--- src/rtl/branch_bht_predictor.sv ---
// branch_bht_predictor: 2-bit saturating-counter BHT; IF-stage prediction, EX-stage training and next-PC classification
// Optional gshare indexing with a global history register when BHT_GSHARE_EN is defined.
// Ports:
//   clk, rst_n                     rising-edge clock, asynchronous active-low reset
//   if_pc                          PC of the instruction in IF
//   if_pred_taken, if_pred_idx     combinational prediction and the table index it used
//   ex_valid, ex_is_branch,        EX-stage instruction qualifiers
//   ex_is_jump
//   ex_taken                       resolved branch outcome
//   ex_pred_taken, ex_pred_idx     prediction/index carried down from IF
//   nexttype                       00 PC+4, 01 jump, 10 branch predicted right, 11 branch mispredicted
//   bht_update                     high in any cycle where an entry is trained
module branch_bht_predictor #(
    parameter int         IDX_W    = 6,
    parameter logic [1:0] INIT_CNT = 2'b01,
    parameter int         GHR_W    = 6
) (
    input  logic             clk,
    input  logic             rst_n,
    input  logic [31:0]      if_pc,
    output logic             if_pred_taken,
    output logic [IDX_W-1:0] if_pred_idx,
    input  logic             ex_valid,
    input  logic             ex_is_branch,
    input  logic             ex_is_jump,
    input  logic             ex_taken,
    input  logic             ex_pred_taken,
    input  logic [IDX_W-1:0] ex_pred_idx,
    output logic [1:0]       nexttype,
    output logic             bht_update
);
    logic [1:0]       cnt [2**IDX_W];
    logic [IDX_W-1:0] idx;
    logic             upd;
    logic [1:0]       cur;
    logic             unused_pc;

    assign unused_pc = ^{if_pc[31:IDX_W+2], if_pc[1:0]};
    assign upd = ex_valid & ex_is_branch & ~ex_is_jump;
    assign bht_update = upd;

`ifdef BHT_GSHARE_EN
    logic [GHR_W-1:0] ghr;
    always_ff @(posedge clk or negedge rst_n) begin
        if (!rst_n) ghr <= '0;
        else if (upd) ghr <= {ghr[GHR_W-2:0], ex_taken};
    end
    assign idx = if_pc[IDX_W+1:2] ^ IDX_W'(ghr);
`else
    assign idx = if_pc[IDX_W+1:2];
`endif

    // Lookup reads the pre-edge table: no bypass from a same-cycle update.
    assign if_pred_taken = cnt[idx][1];
    assign if_pred_idx = idx;
    assign cur = cnt[ex_pred_idx];

    always_ff @(posedge clk or negedge rst_n) begin
        if (!rst_n) begin
            for (int i = 0; i < 2**IDX_W; i++) cnt[i] <= INIT_CNT;
        end else if (upd) begin
            cnt[ex_pred_idx] <= ex_taken ? ((cur == 2'd3) ? cur : cur + 2'd1)
                                         : ((cur == 2'd0) ? cur : cur - 2'd1);
        end
    end

    // Jump outranks branch so an illegal branch+jump combination never trains.
    always_comb begin
        nexttype = !ex_valid    ? 2'b00 :
                   ex_is_jump   ? 2'b01 :
                   ex_is_branch ? ((ex_taken == ex_pred_taken) ? 2'b10 : 2'b11) :
                                  2'b00;
    end
endmodule

--- config.mk ---
export PLATFORM = sky130hd
export DESIGN_NAME = branch_bht_predictor
export DESIGN_NICKNAME = d
export VERILOG_FILES = /design/src/rtl/branch_bht_predictor.sv
export SDC_FILE = /design/constraint.sdc
export NUM_CORES = 1
export LEC_CHECK = 0
export CORE_ASPECT_RATIO = 1.2
export CORE_MARGIN = 2
export CORE_UTILIZATION = 47
export DETAILED_ROUTE_END_ITERATION = 8
export GPL_TIMING_DRIVEN = 0
export MAX_ROUTING_LAYER = met4
export PLACE_DENSITY_LB_ADDON = 0.25
export SLEW_MARGIN = 15
export SYNTH_ARGS = -nofsm -noshare
export SYNTH_HDL_FRONTEND = slang
export SYNTH_SLANG_ARGS = --single-unit
--- constraint.sdc ---
create_clock -name clk -period 3.3 [get_ports clk]
set_input_delay 0.33 -clock clk [delete_from_list [all_inputs] [get_ports clk]]
set_output_delay 0.33 -clock clk [all_outputs]
set_load 0.05 [all_outputs]
==> impl_metrics.yaml <==
outcome:
  run_status: "complete, no violations"
grt:
  antenna_found_initial: 0
  first_global_vias: 5451
  grt_max_degree: 80
  grt_remaining_overflow: 0
  grt_util_all_layers_pct: 27.8
  grt_pass1_wl_um: 31400
power:
  p_total_w: 0.00417
  p_sw_share_pct: 24.8
  ir_drop_v: 0.000379
  p_int_w: 0.00313
  pwr-share-seq_pct: 41.0
  power_frac_clock_pct: 47.1
  p_comb_share_pct: 11.9
  leakage_nw: 3.23
  pwr_density_cell_nw_per_um2: 508
  power_switching_w: 0.00103
clock_tree:
  cts_tree: "yes"
  clock-sinks: 128
  cts_buffers: 17
  clk-insertion-delay-late_ns: 0.43
  htreeDepth: 4
  clkSlewWorstSetupHoldPaths_ns: 0.06
  clock-root-buffer: "clkbuf_16"
  ctsLongestPathBuffers: 2
  postCtsSetupRepairBufs: 0
route:
  drc: 0
  via_count: 5537
  wire_per_inst_um: 21.6
  final_antenna_net_count: 0
  first_pass_iters: 6
  route.final.wire_length_um: 19900
  drt_iter0_markers: 461
  via_per_inst: 5.99
timing:
  fmax_ghz: 0.317
  worstMarginPinSlew_ns: 1.20
  period_needed_ns: 3.16
  holdWs_ns: 0.423
  hold_violations: 0
  rsz0062_at_grt: "no"
  slew_headroom_pct: 19.6
  fin_ws_ns: 0.140
  slew_viol_final: 0
  period_share_pct: 95.7
  setup_viol: 0
  skew_ns: 0.00694
synth:
  seq_area_frac_synth_pct: 46.8
  synth_ff_type: "dfstp_2"
  synthesis.nets: 708
  synth_cell_types: 47
  synthMuxAreaShare_pct: 15.9
  synth_cells: 663
  syn-cell-area_um2: 7010
  synthXorXnorAreaFrac_pct: 0.125
  synth-simple-area-share_pct: 16.1
  synth_edf_count: 0
  ys_warn_count: 0
  async_flop_share_pct: 100
  synth_compound_area_share_pct: 15.6
  ys_ff_latch: 128
  avgSynthCellArea_um2: 10.6
  yosys.area_share.adder_pct: 0.392
  synth_top_family_by_area: "simple AND/OR/NAND/NOR gates"
finish:
  finalNetCount: 756
  area_delta_synth_final_pct: 17.0
  largest_register: "cnt"
  largest_reg_flops: 128
  fin_cells: 924
  insertedDiodeCount: 0
  drive_gt1_share_pct: 33.6
  reg_top3: "cnt (128)"
die:
  core_um2: 14500
  die_x_um: 116
  start_util_pct: 48.5
  die_h_um: 138
  row_count: 48
  dieArea_um2: 15900
  io_pins: 55
placement:
  dp.cells: 891
  place_ws_ns: -0.546
  port_buffers: 25
  post-dp-hpwl_um: 13800
  place.gp.congestion: 0.929
hold_path:
  hold_class: "in -> async"
worst_setup_path:
  worstReg2RegStart: "cnt[85]"
  cp-end-kind: "output port"
  worst-setup-path-type: "in -> out"
  crit_arrival_ns: 2.83
  ff2ff_path_depth: 7
  critPathLaunch: "if_pc[2]"
  crit_path_start_kind: "primary input"
  cp_max_fo: 10
  required_ns: 2.97
flow_run:
  drv_cap: 0
cells by family (layout without fill, tap and decap cells):
logic type	count (synthesis)	after routing
DFF	128	128
AOI/OAI and AO/OA	161	161
buffers and inverters	49	110
muxes	62	62
adders and majority gates	2	2
xor gates and xnor gates	1	1
and+or+nand+nor	260	260
cells in the mapped netlist, types with 4 or more instances:
cell | instances | area (um^2)
o21ai_0 | 69 | 345
buf_12 | 6 | 120
dfstp_2 | 64 | 1680
mux2_2 | 4 | 45.0
nor3_1 | 4 | 20.0
nor3b_1 | 5 | 37.5
buf_4 | 9 | 67.6
buf_2 | 21 | 105
a31oi_1 | 4 | 25.0
mux2i_1 | 20 | 200
clkbuf_1 | 6 | 22.5
nand3b_1 | 4 | 30.0
o21ai_2 | 60 | 526
nand3_1 | 11 | 55.1
nor2_1 | 12 | 45.0
dfrtp_1 | 64 | 1600
and3b_1 | 5 | 43.8
a21oi_1 | 4 | 20.0
mux4_2 | 35 | 788
o21ai_1 | 5 | 25.0
nand2_1 | 203 | 762
power groups by stage:
stage | logic (W) | registers (W) | clock network (W)
after floorplan | 0.000326 | 0.00171 | 0
after CTS | 0.000492 | 0.00171 | 0.00198
after global routing | 0.000528 | 0.00171 | 0.00205
after detailed placement | 0.000489 | 0.00173 | 0
final | 0.000495 | 0.00171 | 0.00196
after global placement | 0.000473 | 0.00173 | 0
layout make-up:
class	instances	area, um^2
fill	1249	6270
clock buffer	21	450
clock inverter	11	163
inverter	3	11.3
sequential	128	3280
tap	200	250
timing repair buffer	29	310
buffer	46	358
multi-input combinational	486	3380
metal layers:
metal,vias up,global-route usage (%),routed length (um)
met2,268,44.3,9650
met4,0,11.4,675
met1,2749,34.5,7950
met5,-,-,0
met3,56,6.12,1670
li1,2464,-,-
final timing paths:
| kind | end | slack, ns |
|---|---|---|
| max | if_pred_taken | 0.14 |
| min | cnt[21] | 0.42 |
| max reg2reg | cnt[63] | 0.63 |
| min reg2reg | cnt[26] | 0.47 |
| max in group asynchronous | cnt[66] | 2.09 |
| min in group clk | cnt[26] | 0.47 |
through the flow:
step                      instance area, um^2  TNS (ns)  utilization [%]
after CTS                                8200         0             56.7
after global placement                   7510   -274.03             51.9
after floorplan                          7010         0                -
final                                    8210         0             56.7
after detailed placement                 7580    -12.62             52.3
after global routing                     8210         0             56.7
cell usage in the layout (no fill, tap or decap), types with 3 or more instances in the layout:
master	netlist	final
nand2_1	203	203
o21ai_0	69	69
dfstp_2	64	64
dfrtp_1	64	64
o21ai_2	60	60
mux4_2	35	35
clkdlybuf4s50_1	0	23
buf_2	21	21
mux2i_1	20	20
clkbuf_16	0	17
nor2_1	12	12
nand3_1	11	11
buf_4	9	9
clkbuf_1	6	8
buf_12	6	6
buf_6	1	5
and3b_1	5	5
nor3b_1	5	5
o21ai_1	5	5
a21oi_1	4	4
mux2_2	4	4
a31oi_1	4	4
nand3b_1	4	4
bufinv_16	0	4
clkinv_2	0	4
inv_1	3	3
mux4_1	3	3
and3_1	3	3
nand4_1	3	3
o211ai_1	3	3
a21boi_0	3	3
o2111ai_1	3	3
clkinvlp_4	0	3
critical path: stages:
cell and delay [ns]:
buf_2 0.28, buf_6 0.25, mux4_2 0.54, mux4_2 0.51
mux4_2 0.47, dlygate4sd2_1 0.43
timing repair:
action,4_1_cts,5_1_grt
hold buffers,1,0
endpoints found under the hold margin,20,0
cloned,0,0
endpoints found under the setup margin,1,1
gates resized for setup,4,1
(Power assumes the default switching activity.)
